## config.mk

```make
export PLATFORM = sky130hd
export DESIGN_NAME = i2c_master_burst
export DESIGN_NICKNAME = d
export VERILOG_FILES = /design/src/rtl/i2c_master_burst.sv
export SDC_FILE = /design/constraint.sdc
export NUM_CORES = 1
export LEC_CHECK = 0
export ABC_AREA = 1
export CAP_MARGIN = 20
export CORE_MARGIN = 3
export CORE_UTILIZATION = 35
export DETAILED_ROUTE_END_ITERATION = 12
export HOLD_SLACK_MARGIN = 0.02
export PLACE_DENSITY_LB_ADDON = 0.2
export SLEW_MARGIN = 5
export SYNTH_ARGS = -nofsm -noshare
export SYNTH_HDL_FRONTEND = slang
export SYNTH_SLANG_ARGS = --single-unit
export TNS_END_PERCENT = 30
```

## constraint.sdc

```tcl
create_clock -name clk -period 1.8 [get_ports clk]
set_input_delay 0.18 -clock clk [delete_from_list [all_inputs] [get_ports clk]]
set_output_delay 0.18 -clock clk [all_outputs]
set_load 0.01 [all_outputs]
```

## src/rtl/i2c_master_burst.sv

```systemverilog
// I2C master running one addressed read or write burst of 0..2^LEN_W-1 bytes.
// Define I2C_CLK_STRETCH_EN to let a slave stretch SCL; otherwise scl_in is ignored.
module i2c_master_burst #(
    parameter int CLK_DIV = 4,
    parameter int LEN_W   = 4
) (
    input  logic             clk,
    input  logic             rst_n,
    input  logic             start,
    input  logic [6:0]       slave_address,
    input  logic             rw,
    input  logic [LEN_W-1:0] byte_count,
    input  logic [7:0]       tx_data,
    input  logic             tx_valid,
    output logic             tx_ready,
    output logic [7:0]       rx_data,
    output logic             rx_valid,
    output logic             busy,
    output logic             done,
    output logic             nack_err,
    input  logic             sda_in,
    input  logic             scl_in,
    output logic             sda_out,
    output logic             scl_out
);

    typedef enum logic [3:0] {
        IDLE, START, ADDR, ADDR_ACK, WRITE, WRITE_ACK, READ, READ_ACK, STOP
    } state_t;

    localparam logic [7:0]       DIV_MAX = 8'(CLK_DIV - 1);
    localparam logic [LEN_W-1:0] ONE     = LEN_W'(1);

    state_t           state_q;
    logic [7:0]       div_q, div_d;
    logic [1:0]       qtr_q;
    logic [2:0]       bit_q;
    logic [7:0]       sh_q;
    logic [LEN_W-1:0] rem_q;
    logic             rw_q, samp_q;
    logic             sda_q, scl_q, tx_ready_q, rx_valid_q, busy_q, done_q, nack_q;
    logic [7:0]       rx_data_q;
    logic             stretch, freeze, tick, data_bit;

`ifdef I2C_CLK_STRETCH_EN
    // After releasing SCL, hold the quarter timer until the line is really high.
    assign stretch = (qtr_q == 2'd2) && (state_q != IDLE) && (state_q != START) && !scl_in;
`else
    logic unused_scl_in;
    assign unused_scl_in = scl_in;
    assign stretch       = 1'b0;
`endif

    // A write byte waiting for tx_valid stalls the bus with SCL low.
    assign freeze   = stretch || (tx_ready_q && !tx_valid);
    assign tick     = (state_q != IDLE) && !freeze && (div_q == DIV_MAX);
    assign data_bit = (state_q == ADDR) || (state_q == WRITE) || (state_q == READ);

    always_comb begin
        div_d = div_q;
        if (state_q == IDLE)  div_d = 8'd0;
        else if (freeze)      div_d = div_q;
        else if (tick)        div_d = 8'd0;
        else                  div_d = div_q + 8'd1;
    end

    always_ff @(posedge clk or negedge rst_n) begin
        if (!rst_n) begin
            state_q    <= IDLE;
            div_q      <= 8'd0;
            qtr_q      <= 2'd0;
            bit_q      <= 3'd0;
            sh_q       <= 8'd0;
            rem_q      <= '0;
            rw_q       <= 1'b0;
            samp_q     <= 1'b0;
            sda_q      <= 1'b1;
            scl_q      <= 1'b1;
            tx_ready_q <= 1'b0;
            rx_data_q  <= 8'h00;
            rx_valid_q <= 1'b0;
            busy_q     <= 1'b0;
            done_q     <= 1'b0;
            nack_q     <= 1'b0;
        end else begin
            div_q      <= div_d;
            rx_valid_q <= 1'b0;
            done_q     <= 1'b0;
            if (state_q == WRITE && tx_ready_q && tx_valid) begin
                tx_ready_q <= 1'b0;
                sh_q       <= tx_data;
                sda_q      <= tx_data[7];
            end
            case (state_q)
                IDLE: begin
                    if (start) begin
                        state_q <= START;
                        sh_q    <= {slave_address, rw};
                        rw_q    <= rw;
                        rem_q   <= byte_count;
                        nack_q  <= 1'b0;
                        qtr_q   <= 2'd0;
                        bit_q   <= 3'd0;
                        sda_q   <= 1'b0;
                        busy_q  <= 1'b1;
                    end
                end
                START: begin
                    if (tick) begin
                        if (qtr_q == 2'd1) begin
                            state_q <= ADDR;
                            qtr_q   <= 2'd0;
                            scl_q   <= 1'b0;
                            sda_q   <= sh_q[7];
                        end else begin
                            qtr_q <= qtr_q + 2'd1;
                        end
                    end
                end
                STOP: begin
                    if (tick) begin
                        qtr_q <= qtr_q + 2'd1;
                        case (qtr_q)
                            2'd1: scl_q <= 1'b1;
                            2'd2: sda_q <= 1'b1;
                            2'd3: begin
                                state_q <= IDLE;
                                done_q  <= 1'b1;
                                busy_q  <= 1'b0;
                            end
                            default: ;
                        endcase
                    end
                end
                default: begin
                    if (tick) begin
                        qtr_q <= qtr_q + 2'd1;
                        case (qtr_q)
                            2'd1: scl_q <= 1'b1;
                            2'd2: begin
                                samp_q <= sda_in;
                                if (state_q == READ) begin
                                    sh_q <= {sh_q[6:0], sda_in};
                                    if (bit_q == 3'd7) begin
                                        rx_data_q  <= {sh_q[6:0], sda_in};
                                        rx_valid_q <= 1'b1;
                                    end
                                end
                            end
                            2'd3: begin
                                scl_q <= 1'b0;
                                bit_q <= data_bit ? bit_q + 3'd1 : 3'd0;
                                case (state_q)
                                    ADDR, WRITE: begin
                                        if (bit_q == 3'd7) begin
                                            state_q <= (state_q == ADDR) ? ADDR_ACK : WRITE_ACK;
                                            sda_q   <= 1'b1;
                                        end else begin
                                            sh_q  <= {sh_q[6:0], 1'b0};
                                            sda_q <= sh_q[6];
                                        end
                                    end
                                    ADDR_ACK: begin
                                        if (samp_q || rem_q == '0) begin
                                            state_q <= STOP;
                                            sda_q   <= 1'b0;
                                            nack_q  <= samp_q;
                                        end else if (rw_q) begin
                                            state_q <= READ;
                                            sda_q   <= 1'b1;
                                        end else begin
                                            state_q    <= WRITE;
                                            tx_ready_q <= 1'b1;
                                        end
                                    end
                                    WRITE_ACK: begin
                                        if (samp_q) begin
                                            state_q <= STOP;
                                            sda_q   <= 1'b0;
                                            nack_q  <= 1'b1;
                                        end else begin
                                            rem_q <= rem_q - ONE;
                                            if (rem_q == ONE) begin
                                                state_q <= STOP;
                                                sda_q   <= 1'b0;
                                            end else begin
                                                state_q    <= WRITE;
                                                tx_ready_q <= 1'b1;
                                            end
                                        end
                                    end
                                    READ: begin
                                        // Master NACKs the final byte so the slave lets go of SDA.
                                        if (bit_q == 3'd7) begin
                                            state_q <= READ_ACK;
                                            sda_q   <= (rem_q == ONE);
                                        end
                                    end
                                    READ_ACK: begin
                                        rem_q <= rem_q - ONE;
                                        if (rem_q == ONE) begin
                                            state_q <= STOP;
                                            sda_q   <= 1'b0;
                                        end else begin
                                            state_q <= READ;
                                            sda_q   <= 1'b1;
                                        end
                                    end
                                    default: ;
                                endcase
                            end
                            default: ;
                        endcase
                    end
                end
            endcase
        end
    end

    assign tx_ready = tx_ready_q;
    assign rx_data  = rx_data_q;
    assign rx_valid = rx_valid_q;
    assign busy     = busy_q;
    assign done     = done_q;
    assign nack_err = nack_q;
    assign sda_out  = sda_q;
    assign scl_out  = scl_q;

endmodule
```

Word level (Yosys, flattened, before mapping)
Index checks and enable logic that the tools add are counted.
W data, S select, Z words.
{"block": "classes", "add_sub_neg": 4, "eq_ne": 26, "mux": 96, "bitwise": 3, "reduce_logical": 34}
{"cell": "$mux W8", "n": 9}
{"cell": "$mux W4", "n": 17}
{"cell": "$mux W1", "n": 44}
{"cell": "$pmux W8 S2", "n": 2}
{"cell": "$pmux W4 S5", "n": 1}
{"cell": "$eq A4 B3 Y1 const B", "n": 4}
{"cell": "$pmux W4 S2", "n": 2}
{"cell": "$mux W3", "n": 5}
{"cell": "$ne A2 B2 Y1 const B", "n": 6}
{"cell": "$pmux W4 S3", "n": 1}
{"cell": "$mux W2", "n": 5}
{"cell": "$pmux W1 S2", "n": 5}
{"cell": "$reduce_and A10 Y1", "n": 1}
{"cell": "$reduce_and A5 Y1", "n": 2}
{"cell": "$ne A3 B3 Y1 const B", "n": 3}
{"cell": "$reduce_bool A3 Y1", "n": 3}
{"cell": "$add A8 B1 Y8 const B", "n": 1}
{"cell": "$eq A4 B1 Y1 const B", "n": 2}
{"cell": "$eq A4 B2 Y1 const B", "n": 2}
{"cell": "$eq A8 B2 Y1 const B", "n": 1}
{"cell": "$logic_not A4 Y1", "n": 2}
{"cell": "$reduce_and A4 Y1", "n": 2}
{"cell": "$reduce_bool A2 Y1", "n": 4}
{"cell": "$reduce_bool A8 Y1", "n": 1}
{"cell": "other kinds (25)", "n": 38}
{"block": "totals", "reg_bits": 46, "input_bits": 26, "out_inout_bits": 15}

Depth between registers and ports, before layout
Gate-level depths: netlist of run 1.
{"block": "depth", "word_depth": 10, "ltp_mapped": 13, "mapped_depth_nobuf": 11}

Worst setup path after synthesis of run 1
Ideal clock, no wire load.
{"block": "synth_path", "kind": "register to register", "start": "reg div_q[0]", "end": "reg rx_data_q[4] (netlist: rx_data[4])", "arrival_time_ns": 1.527, "required_time_ns": 1.682, "setup_slack_ns": 0.155, "stages_incl_launch_ff": 12, "n_path_buf": 1, "cell_sequence": "dfrtp_1 -> ha_1 -> nand2_1 -> nor2_1 -> nand2_1 -> nor2_4 -> nand3_2 -> inv_2 -> nand3_4 -> buf_6 -> nand2_1 -> o21ai_2"}
{"block": "synth_via", "elab_chain_cells": 3}
{"element": "start, declared", "line_no": "35", "source": "logic [7:0] div_q, div_d;"}
{"element": "start signal, assigned", "line_no": "86", "source": "div_q <= div_d;"}
{"element": "$eq A8 B2 Y1", "line_no": "56", "source": "assign tick = (state_q != IDLE) && !freeze && (div_q == DIV_MAX);"}
{"element": "$logic_and A1 B1 Y1", "line_no": "56"}
{"element": "$reduce_and A5 Y1 (no line)"}
{"element": "end signal, assigned", "line_no": "145", "source": "rx_data_q <= {sh_q[6:0], sda_in};"}
{"element": "end, declared", "line_no": "42", "source": "logic [7:0] rx_data_q;"}
No other way between the ends.
A chain may end at the register's enable or synchronous reset.

Worst setup path in the final report of run 1
{"block": "layout_path", "start": "reg state_q[3]", "end": "reg state_q[0]"}
{"block": "layout_via", "elab_chain_cells": 6}
{"element": "start, declared", "line_no": "34", "source": "state_t state_q;"}
{"element": "start signal, assigned", "line_no": "156", "source": "state_q <= (state_q == ADDR) ? ADDR_ACK : WRITE_ACK;"}
{"element": "$eq A4 B3 Y1 / $eq A4 B2 Y1 (equally long branches)", "line_no": "153", "source": "case (state_q)"}
{"element": "$reduce_or A2 Y1", "line_no": "153"}
{"element": "$pmux W4 S5", "line_no": "153"}
{"element": "$mux W4", "line_no": "138", "source": "case (qtr_q)"}
{"element": "$mux W4", "line_no": "136", "source": "if (tick) begin"}
{"element": "$pmux W4 S3", "line_no": "94", "source": "case (state_q)"}
Parallel ways exist; a longest one is shown, timed or not. The select of a mux whose other input is x is not followed.

==> run summary, run 1 <==
RUN STATUS
------------------------------------------------------------------------------------
Outcome                                                                 complete, no violations

CELLS AND AREA
------------------------------------------------------------------------------------
Final cell area excluding filler cells                                     4300 um^2
Layout net count                                                                 591
Final core utilization                                                         48.6%
Fraction of layout instances using a drive strength above 1                    19.1%
Fill cell count                                                                  916
Number of diodes                                                                   0
Synthesis-to-layout area growth                                                33.4%

YOSYS
------------------------------------------------------------------------------------
Share of flip-flops with an asynchronous set or reset after synthesis           100%
Number of enable flip-flop cells after synthesis                                   0
Sequential cell area fraction in the yosys report                              35.8%
Cell types with the largest area share after synthesis                  sky130_fd_sc_hd__dfrtp_1, sky130_fd_sc_hd__nand2_1, sky130_fd_sc_hd__nand3_1
Synth Register Bits                                                               46
Most frequent cells after synthesis                                     sky130_fd_sc_hd__nand2_1, sky130_fd_sc_hd__nand3_1, sky130_fd_sc_hd__inv_1
Summed instance area of the synthesized netlist                            3220 um^2
Synthesized netlist net count                                                    502
Synthesized area per cell                                                  6.91 um^2
Cell accounting for the most synthesized area                           sky130_fd_sc_hd__dfrtp_1
Synth warnings                                                                     0
Area share of the largest cell type after synthesis                            34.2%
Most used flip-flop cell after synthesis                                sky130_fd_sc_hd__dfrtp_1
Number of standard cells after synthesis                                         466
Number of different library cells in the post-synthesis netlist                   37
Most frequently used cell type in the post-synthesis netlist            sky130_fd_sc_hd__nand2_1

CRITICAL PATH
------------------------------------------------------------------------------------
Worst Path Class, Setup                                                 register to register
Data required time of the worst path                                         2.00 ns
Worst r2r dst                                                             state_q[0]
R2r worst-path depth                                                               9
Highest fanout seen on the critical path                                           4
FF-to-FF setup slack                                                         0.10 ns
Data arrival at the endpoint of the critical path                            1.90 ns
Setup crit start                                                          state_q[3]
Critical Path End                                                         state_q[0]
Nature of the critical path startpoint                                      register
Kind of end point of the critical path                                      register
Startpoint of the worst-slack reg-to-reg timing path                      state_q[3]

TIMING
------------------------------------------------------------------------------------
Clock Skews                                                               0.00800 ns
Least-Margin Pin Slew                                                       0.453 ns
Highest clock frequency the design can meet                                  589 MHz
Final Max Slew Viols                                                               0
Final critical path time including I/O delays and setup                      1.70 ns
Final-report setup violation count                                                 0
Least setup slack across all paths after layout                             0.102 ns
Number of endpoints with negative hold slack in the final report                   0
Worst max-slew margin expressed relative to the limit                          69.8%
Tcrit/Tclk final                                                               94.3%

GLOBAL ROUTE
------------------------------------------------------------------------------------
GRT Overall Usage                                                              17.8%
Largest net degree at the start of global routing                                 30
Number of antenna violations at the first check in global routing                  0
Number of global-route vias before repair                                       3068
Wire length of the first global-routing pass                                14800 um
Remaining global-route overflow                                                    0

CTS
------------------------------------------------------------------------------------
Clock latency at the later pin of the worst-skew pair                        0.31 ns
Number of clock sinks                                                             46
Worst-case clock buffer depth                                                      2
Clock-pin slew on the worst setup and hold paths                             0.10 ns
Count of H-tree levels built during CTS                                            2
Number of buffers created by CTS                                                   5
Root buffer selected by CTS                                             sky130_fd_sc_hd__clkbuf_8
Clock tree from TritonCTS                                                      built

POWER
------------------------------------------------------------------------------------
Reported net switching power                                                 2.97 mW
Switching share of power                                                       47.8%
Cell-internal power                                                          3.24 mW
Relative contribution of sequential cells to total power                       26.4%
Worst voltage drop across the vdd grid                                      0.486 mV
Lkg Pwr                                                                      2.17 nW
Power per unit of standard cell area                                    1440 nW/um^2
Share of power burned in combinational logic                                   62.4%
Relative contribution of the clock network to total power                      11.2%

PLACED DESIGN
------------------------------------------------------------------------------------
Placed instance area                                                       4090 um^2
Detailed Place HPWL                                                          7100 um
Number of buffers inserted by port buffering                                      39
Post-placement setup slack                                                 0.0142 ns
Routability cong.                                                              0.906

DRT
------------------------------------------------------------------------------------
Total via count in the routed design                                            3270
Number of routed nets with antenna violations                                      0
First DRT Iteration DRCs                                                         188
Detailed-router iteration count before antenna repair                              5
Wire length per cell after detailed routing                                  13.9 um
Total Wirelength                                                             9220 um
DRC violation count after routing                                                  0
Via count normalized by instance count                                          4.92

FLOORPLAN
------------------------------------------------------------------------------------
Height of the die                                                             102 um
Chip width                                                                    102 um
Standard-cell rows                                                                34
Boundary Pins                                                                     41
Placeable Area                                                             8850 um^2
Starting density of the core                                                   36.4%
Die outline area                                                          10400 um^2

FLOW RUN
------------------------------------------------------------------------------------
Number of max-cap violations                                                       0

MIN PATH
------------------------------------------------------------------------------------
Class of the tightest hold or removal check                             primary input to async pin

-- layer usage --
metal	track usage, %	vias to the layer above	routed length, um
met3	3.21	2	368
met2	28.9	63	4250
met4	2.42	0	40
met5	0	-	0
li1	-	1702	-
met1	25.5	1503	4560
-- worst min-delay path by stage --
| stage | depth (start not counted) | endpoint |
|---|---|---|
| 2_1_floorplan | 0 | bit_q[0] |
| 3_3_place_gp | 1 | rem_q[2] |
| 3_5_place_dp | 1 | rem_q[2] |
| 4_1_cts | 2 | state_q[1] |
| 5_1_grt | 2 | rem_q[2] |
| 6_report | 2 | sh_q[6] |
-- timing repair --
item | 4_1_cts | 5_1_grt
setup endpoints to repair | 0 | 30
setup buffers | 0 | 2
gates resized for setup | 0 | 24
hold buffers | 1 | 0
hold endpoints to repair | 15 | 0
-- critical path: stages (launching register included) --
cell and delay [ns]:
sky130_fd_sc_hd__dfrtp_2 0.46, sky130_fd_sc_hd__nor2_4 0.20, sky130_fd_sc_hd__buf_6 0.13, sky130_fd_sc_hd__nand2_1 0.07
sky130_fd_sc_hd__or2_2 0.29, sky130_fd_sc_hd__o21ai_1 0.11, sky130_fd_sc_hd__a21oi_2 0.06, sky130_fd_sc_hd__buf_4 0.15
sky130_fd_sc_hd__nand3_1 0.06, sky130_fd_sc_hd__nand2_1 0.06
-- cell type report --
class / instances / area (um^2) / area share [%]
clock inverter: 3 / 25.0 / 0.582
sequential: 46 / 1160 / 26.9
timing repair buffer: 90 / 820 / 19.1
tap: 108 / 135 / 3.14
inverter: 60 / 225 / 5.24
multi-input combinational: 352 / 1870 / 43.4
clock buffer: 5 / 68.8 / 1.60
-- state kept, by name, summed over array words and instances, names as in the netlist --
name / cells
div_q: 8
rx_valid: 1
nack_err: 1
tx_ready: 1
state_q: 4
rem_q: 4
busy: 1
sh_q: 8
qtr_q: 2
done: 1
bit_q: 3
scl_out: 1
rw_q: 1
samp_q: 1
rx_data: 8
sda_out: 1
-- cells in the final DEF (no fill, tap or decap), types with 3 or more instances in the layout --
cell,synthesis,routed
sky130_fd_sc_hd__o21ai_0,36,35
sky130_fd_sc_hd__dfrtp_2,0,4
sky130_fd_sc_hd__nor2_2,3,3
sky130_fd_sc_hd__ha_1,10,9
sky130_fd_sc_hd__buf_4,1,44
sky130_fd_sc_hd__buf_6,1,3
sky130_fd_sc_hd__nand3_1,63,62
sky130_fd_sc_hd__nand2_1,152,148
sky130_fd_sc_hd__dfrtp_1,44,40
sky130_fd_sc_hd__nor2_1,26,24
sky130_fd_sc_hd__clkdlybuf4s50_1,0,38
sky130_fd_sc_hd__nand2_4,2,4
sky130_fd_sc_hd__nor2_4,5,7
sky130_fd_sc_hd__a22oi_1,6,6
sky130_fd_sc_hd__buf_12,0,3
sky130_fd_sc_hd__a21oi_1,7,6
sky130_fd_sc_hd__nand3_2,2,3
sky130_fd_sc_hd__nand2_2,3,5
sky130_fd_sc_hd__inv_2,3,4
sky130_fd_sc_hd__inv_1,57,56
sky130_fd_sc_hd__nand4_1,11,11
sky130_fd_sc_hd__o21ai_2,8,8
sky130_fd_sc_hd__clkbuf_8,0,5
-- kinds of logic (layout without fill, tap and decap cells) --
family | count (synthesis) | in the layout | share of synthesized area [%]
compound gates | 64 | 64 | 11.9
buf+inv | 69 | 158 | 8.54
simple gates | 274 | 275 | 39.1
flops | 46 | 46 | 35.8
fa+ha+maj | 10 | 10 | 3.88
xor+xnor | 3 | 3 | 0.816
-- per-stage QoR --
step	hold WS [ns]	total power, mW	setup TNS [ns]	std cells
CTS	0.367	6.08	0	661
floorplan	-0.116	3.84	0	466
finish	0.347	6.21	0	664
detailed placement	0.155	5.36	0	652
global route	0.398	6.74	-0.00212	664
global placement	0.149	5.28	-0.00614	652
-- power by group through the flow --
stage	combinational, mW	clock, mW	sequential (mW)
3_5_place_dp	3.71	0	1.65
6_report	3.87	0.695	1.64
3_3_place_gp	3.64	0	1.64
2_1_floorplan	2.30	0	1.53
4_1_cts	3.73	0.716	1.63
5_1_grt	4.32	0.744	1.67
No activity file was read; power rests on OpenSTA's default activity.
==> run 2, diff against run 1 <==
clock period = 2.2 ns   (was 1.8 ns; I/O delays follow)
==> run summary, run 2 (synthesis results as in run 1) <==
RUN STATUS
--------------------------------------------------------------------------------
Outcome                                                             finished, violations left
Violated checks                                                      hold timing

TIMING
--------------------------------------------------------------------------------
Final hold slack                                                     -0.00371 ns   -0.351 ns
Least-Margin Pin Slew                                                   0.819 ns   +0.366 ns
Clock Skews                                                            0.0160 ns   +0.00804 ns
Final Max Slew Viols                                                           0   unchanged
Number of endpoints with negative hold slack in the final report               2   +2
Unrepaired setup endpoints after global routing                               no
Final-report setup violation count                                             0   unchanged
Worst max-slew margin expressed relative to the limit                      44.8%   -25 points
Final critical path time including I/O delays and setup                  2.04 ns   +0.346 ns
Tcrit/Tclk final                                                           92.9%   -1.4 points
Post-route setup TNS                                                        0 ns   unchanged
Highest clock frequency the design can meet                              489 MHz   -17%

FLOORPLAN
--------------------------------------------------------------------------------
Boundary Pins                                                                 41   unchanged
Standard-cell rows                                                            34   unchanged
Starting density of the core                                               36.4%   unchanged
Die outline area                                                      10400 um^2   unchanged
Placeable Area                                                         8850 um^2   unchanged
Height of the die                                                         102 um   unchanged
Chip width                                                                102 um   unchanged

CTS
--------------------------------------------------------------------------------
Count of H-tree levels built during CTS                                        2   unchanged
Worst-case clock buffer depth                                                  2   unchanged
Number of clock sinks                                                         46   unchanged
Clock latency at the later pin of the worst-skew pair                    0.31 ns   about the same
Post-CTS repair timing setup buffer count                                      0   unchanged
Number of buffers created by CTS                                               5   unchanged
Clock tree from TritonCTS                                                  built
Clock-pin slew on the worst setup and hold paths                         0.11 ns   about the same
Resized Gates After CTS                                                        0   unchanged
Root buffer selected by CTS                                         sky130_fd_sc_hd__clkbuf_8
Number of hold buffers added after CTS                                         0   -1

DRT
--------------------------------------------------------------------------------
First DRT Iteration DRCs                                                     203   +8.0%
DRC violation count after routing                                              0   unchanged
Detailed-router iteration count before antenna repair                          5   unchanged
Total via count in the routed design                                        3240   -0.92%
Number of routed nets with antenna violations                                  0   unchanged
Wire length per cell after detailed routing                              14.3 um   +3.2%
Via count normalized by instance count                                      5.18   +5.1%
Total Wirelength                                                         8970 um   -2.7%

POWER
--------------------------------------------------------------------------------
Power per unit of standard cell area                                1170 nW/um^2   -19%
Lkg Pwr                                                                  1.97 nW   -9.3%
Worst voltage drop across the vdd grid                                  0.445 mV   -8.4%

PLACED DESIGN
--------------------------------------------------------------------------------
Number of buffers inserted by port buffering                                  39   unchanged
Cell total after placement                                                   618   -5.2%
Routability cong.                                                          0.906   about the same
Placed instance area                                                   3800 um^2   -7.2%
Detailed Place HPWL                                                      6670 um   -6.0%

CRITICAL PATH
--------------------------------------------------------------------------------
Startpoint of the worst-slack reg-to-reg timing path                  state_q[0]
FF-to-FF setup slack                                                     0.16 ns   +0.05 ns
Data arrival at the endpoint of the critical path                        2.24 ns   +0.34 ns
Highest fanout seen on the critical path                                      10   +6
Data required time of the worst path                                     2.39 ns   +0.39 ns
Kind of end point of the critical path                                  register
Worst r2r dst                                                         state_q[0]
Worst Path Class, Setup                                             register to register
Setup crit start                                                      state_q[0]
R2r worst-path depth                                                          10   +1
Nature of the critical path startpoint                                  register

GLOBAL ROUTE
--------------------------------------------------------------------------------
Number of global-route vias before repair                                   2901   -5.4%
Number of antenna violations at the first check in global routing              0   unchanged
GRT Overall Usage                                                          17.5%   -0.26 points
Largest net degree at the start of global routing                             47   +57%
Wire length of the first global-routing pass                            14500 um   -2.0%
Remaining global-route overflow                                                0   unchanged

MIN PATH
--------------------------------------------------------------------------------
Class of the tightest hold or removal check                         primary input to async pin

CELLS AND AREA
--------------------------------------------------------------------------------
Leading cell type in the layout, fill and taps excluded             sky130_fd_sc_hd__nand2_1
Synthesis-to-layout area growth                                            20.8%
Leading cell types in the layout, fill and taps excluded            sky130_fd_sc_hd__nand2_1, sky130_fd_sc_hd__nand3_1, sky130_fd_sc_hd__inv_1
Fin cells                                                                    626   -5.7%
Fraction of layout instances using a drive strength above 1                10.8%   -8.3 points
Layout net count                                                             553   -6.4%
Final cell area excluding filler cells                                 3890 um^2   -9.5%
Number of diodes                                                               0   unchanged
Fill cell count                                                              925   +0.98%

FLOW RUN
--------------------------------------------------------------------------------
Number of max-cap violations                                                   0   unchanged

==> run 2: cell count changes in the layout (fill, tap and decap cells not counted), moves of 2 or more <==
cell / before / now
sky130_fd_sc_hd__nand2_4: 4 / 2
sky130_fd_sc_hd__dfrtp_1: 40 / 43
sky130_fd_sc_hd__nor2_1: 24 / 26
sky130_fd_sc_hd__buf_12: 3 / 0
sky130_fd_sc_hd__buf_4: 44 / 14
sky130_fd_sc_hd__nand2_1: 148 / 152
sky130_fd_sc_hd__buf_6: 3 / 0
sky130_fd_sc_hd__dfrtp_2: 4 / 1
sky130_fd_sc_hd__nor2_4: 7 / 5
sky130_fd_sc_hd__nand2_2: 5 / 3
==> run 2: worst max path at each step <==
stage	to	cells past startpoint	slack, ns
finish	state_q[0]	10	0.16
detailed placement	rem_q[1]	8	0.16
floorplan	rx_data[4]	11	0.56
CTS	state_q[0]	11	0.16
global placement	sh_q[4]	9	0.16
global route	state_q[0]	11	0.0005
==> run 2: metal layers <==
| metal | wire, um | GRT usage, % |
|---|---|---|
| met3 | 487 | 2.25 |
| met5 | 0 | 0 |
| met2 | 4170 | 28.2 |
| met4 | 44 | 2.72 |
| met1 | 4270 | 25.8 |
==> run 2: final cells by class <==
type / count / area, um^2 / area share [%]
Timing Repair Buffer: 53 / 490 / 12.6
Multi-Input combinational cell: 351 / 1790 / 46.1
Clock buffer: 5 / 68.8 / 1.77
Sequential cell: 46 / 1150 / 29.7
Inverter: 60 / 225 / 5.79
Tap cell: 108 / 135 / 3.47
Clock inverter: 3 / 25.0 / 0.643
==> run 2: through the flow <==
step                power, mW  util [%]  hold WS (ns)  setup WS, ns
floorplan                3.14         -       -0.0756         0.555
global placement         3.90      42.9         0.362         0.159
detailed placement       3.95      42.9         0.362         0.162
CTS                      4.55      44.0        0.0212         0.159
global route             4.95      44.0        0.0575      0.000457
finish                   4.54      44.0      -0.00371         0.157
==> run 2: critical path, cell delays in order (launching register included) <==
cell and delay (ns):
sky130_fd_sc_hd__dfrtp_1 0.55, sky130_fd_sc_hd__nor2_8 0.23, sky130_fd_sc_hd__nand2_1 0.13, sky130_fd_sc_hd__nand2_1 0.32
sky130_fd_sc_hd__nor2_1 0.12, sky130_fd_sc_hd__nor2_1 0.13, sky130_fd_sc_hd__nand2_1 0.08, sky130_fd_sc_hd__nand2_2 0.11
sky130_fd_sc_hd__nand2_1 0.12, sky130_fd_sc_hd__nand2_1 0.09, sky130_fd_sc_hd__nand2_1 0.06
==> run 2: report_power, final <==
group / total, mW / internal, mW / leakage [nW] / switching, mW
clock network: 0.573 / 0.231 / 0.0447 / 0.342
logic: 2.62 / 0.916 / 1.33 / 1.70
registers: 1.35 / 1.10 / 0.589 / 0.252
total: 4.54 / 2.24 / 1.97 / 2.29
==> run 3, diff against run 2 <==
clock period = 2.1 ns   (was 2.2 ns; I/O delays follow)
==> run summary, run 3 (synthesis results as in run 1) <==
POWER
--------------------------------------------------------------------------------
Lkg Pwr                                                                  2.00 nW   +1.9%
Worst voltage drop across the vdd grid                                  0.390 mV   -12%
Power per unit of standard cell area                                1200 nW/um^2   +3.0%

DRT
--------------------------------------------------------------------------------
DRC violation count after routing                                              0   unchanged
Number of routed nets with antenna violations                                  0   unchanged
Total Wirelength                                                         8680 um   -3.3%
Total via count in the routed design                                        3199   -1.3%
First DRT Iteration DRCs                                                     265   +31%
Via count normalized by instance count                                      5.05   -2.4%
Detailed-router iteration count before antenna repair                          5   unchanged
Wire length per cell after detailed routing                              13.7 um   -4.4%

TIMING
--------------------------------------------------------------------------------
Least setup slack across all paths after layout                         0.221 ns   +0.0641 ns
Final Max Slew Viols                                                           0   unchanged
Clock Skews                                                           0.00701 ns   -0.00904 ns
Final-report setup violation count                                             0   unchanged
Unrepaired setup endpoints after global routing                               no
Final hold slack                                                        0.462 ns   +0.466 ns
Tcrit/Tclk final                                                           89.5%   -3.4 points
Final critical path time including I/O delays and setup                  1.88 ns   -0.164 ns
Number of endpoints with negative hold slack in the final report               0   -2
Worst max-slew margin expressed relative to the limit                      59.4%   +15 points
Least-Margin Pin Slew                                                   0.609 ns   -0.211 ns
Post-route setup TNS                                                        0 ns   unchanged
Highest clock frequency the design can meet                              532 MHz   +8.7%

CRITICAL PATH
--------------------------------------------------------------------------------
FF-to-FF setup slack                                                     0.22 ns   +0.06 ns
Highest fanout seen on the critical path                                      16   +6
R2r worst-path depth                                                           9   -1
Data arrival at the endpoint of the critical path                        2.08 ns   -0.16 ns
Kind of end point of the critical path                                  register
Worst Path Class, Setup                                             register to register
Nature of the critical path startpoint                                  register
Startpoint of the worst-slack reg-to-reg timing path                  state_q[1]
Data required time of the worst path                                     2.30 ns   -0.09 ns
Worst r2r dst                                                         rx_data[5]

CELLS AND AREA
--------------------------------------------------------------------------------
Number of diodes                                                               0   unchanged
Area of the multi-input gates                                          1800 um^2   +0.14%
Fill cell count                                                              942   +1.8%
Fraction of layout instances using a drive strength above 1                12.0%   +1.2 points
Fin cells                                                                    633   +1.1%
Synthesis-to-layout area growth                                            23.0%
Leading cell type in the layout, fill and taps excluded             sky130_fd_sc_hd__nand2_1
Leading cell types in the layout, fill and taps excluded            sky130_fd_sc_hd__nand2_1, sky130_fd_sc_hd__nand3_1, sky130_fd_sc_hd__inv_1
Layout net count                                                             560   +1.3%
Sequential cell area                                                   1150 um^2   unchanged
Final core utilization                                                     44.8%   +0.79 points

MIN PATH
--------------------------------------------------------------------------------
Min-delay src                                                       slave_address[6]
Endpoint, Worst Hold                                                     sh_q[7]
Instance count along the most critical hold path                               3
Class of the tightest hold or removal check                         primary input to register

CTS
--------------------------------------------------------------------------------
Number of clock sinks                                                         46   unchanged
Number of buffers created by CTS                                               5   unchanged
Clock-pin slew on the worst setup and hold paths                         0.10 ns   about the same
Clock latency at the later pin of the worst-skew pair                    0.31 ns   about the same
Root buffer selected by CTS                                         sky130_fd_sc_hd__clkbuf_8
Count of H-tree levels built during CTS                                        2   unchanged
Worst-case clock buffer depth                                                  2   unchanged
Clock tree from TritonCTS                                                  built

GLOBAL ROUTE
--------------------------------------------------------------------------------
Wire length of the first global-routing pass                            14200 um   -2.0%
Number of antenna violations at the first check in global routing              0   unchanged
Largest net degree at the start of global routing                             47   unchanged
Number of global-route vias before repair                                   2888   -0.45%
GRT Overall Usage                                                          17.2%   -0.31 points
Remaining global-route overflow                                                0   unchanged

FLOORPLAN
--------------------------------------------------------------------------------
Standard-cell rows                                                            34   unchanged
Die outline area                                                      10400 um^2   unchanged
Boundary Pins                                                                 41   unchanged
Placeable Area                                                         8850 um^2   unchanged
Starting density of the core                                               36.4%   unchanged
Height of the die                                                         102 um   unchanged
Chip width                                                                102 um   unchanged

PLACED DESIGN
--------------------------------------------------------------------------------
Detailed Place HPWL                                                      6570 um   -1.5%
Routability cong.                                                          0.923   +1.9%
Number of buffers inserted by port buffering                                  39   unchanged
Cell total after placement                                                   622   +0.65%
Post-placement setup slack                                              0.125 ns   -0.0365 ns

FLOW RUN
--------------------------------------------------------------------------------
Number of max-cap violations                                                   0   unchanged

RUN STATUS
--------------------------------------------------------------------------------
Outcome                                                             complete, no violations

-- run 3: worst max-delay path, cell delays in order, from the launching register on --
cell and delay, ns:
sky130_fd_sc_hd__dfrtp_1 0.59, sky130_fd_sc_hd__nor2_8 0.08, sky130_fd_sc_hd__nand3_2 0.13, sky130_fd_sc_hd__inv_1 0.10
sky130_fd_sc_hd__nor2_2 0.27, sky130_fd_sc_hd__nand3_2 0.13, sky130_fd_sc_hd__inv_2 0.09, sky130_fd_sc_hd__nand3_4 0.18
sky130_fd_sc_hd__nand2_1 0.13, sky130_fd_sc_hd__o21ai_2 0.06
-- run 3: stage by stage --
stage | area, um^2 | power, mW
3_5_place_dp | 3830 | 4.16
5_1_grt | 3960 | 5.24
6_report | 3960 | 4.76
4_1_cts | 3930 | 4.78
2_1_floorplan | 3220 | 3.29
3_3_place_gp | 3830 | 4.12
-- run 3: how the worst max path moves through the flow --
stage	startpoint	endpoint	slack, ns	depth (start not counted)
after floorplan	div_q[0]	rx_data[4]	0.46	11
after detailed placement	tx_valid	rem_q[2]	0.13	8
final	state_q[1]	rx_data[5]	0.22	9
after global placement	tx_valid	rem_q[1]	0.17	8
after CTS	state_q[0]	state_q[0]	0.17	11
after global routing	state_q[2]	sh_q[7]	0.01	11
-- run 3: where the power goes --
part | total (mW) | internal [mW] | switching, mW
clock | 0.589 | 0.241 | 0.348
sequential | 1.41 | 1.15 | 0.263
combinational | 2.76 | 1.00 | 1.75
total | 4.76 | 2.39 | 2.37
-- run 3: timing repair --
item | CTS | global route
setup buffers | 0 | 2
hold buffers | 1 | 0
setup endpoints to repair | 0 | 6
endpoints found under the hold margin | 11 | 0
resized for setup | 0 | 2
-- run 3: cell type report --
type	count	share of cell area (%)
tap	108	3.41
multi-input combinational	351	45.3
timing repair buffer	60	14.1
sequential	46	29.1
inverter	60	5.68
clock inverter	3	0.632
clock buffer	5	1.74
-- run 3: routing by layer --
layer	track usage, %	part of all wire (%)	vias up	wire length, um
met3	2.32	6.0	6	521
met1	24.6	47	1461	4030
met4	3.23	0.46	0	40
met2	28.2	47	92	4080
met5	0	0	-	0
li1	-	-	1640	-
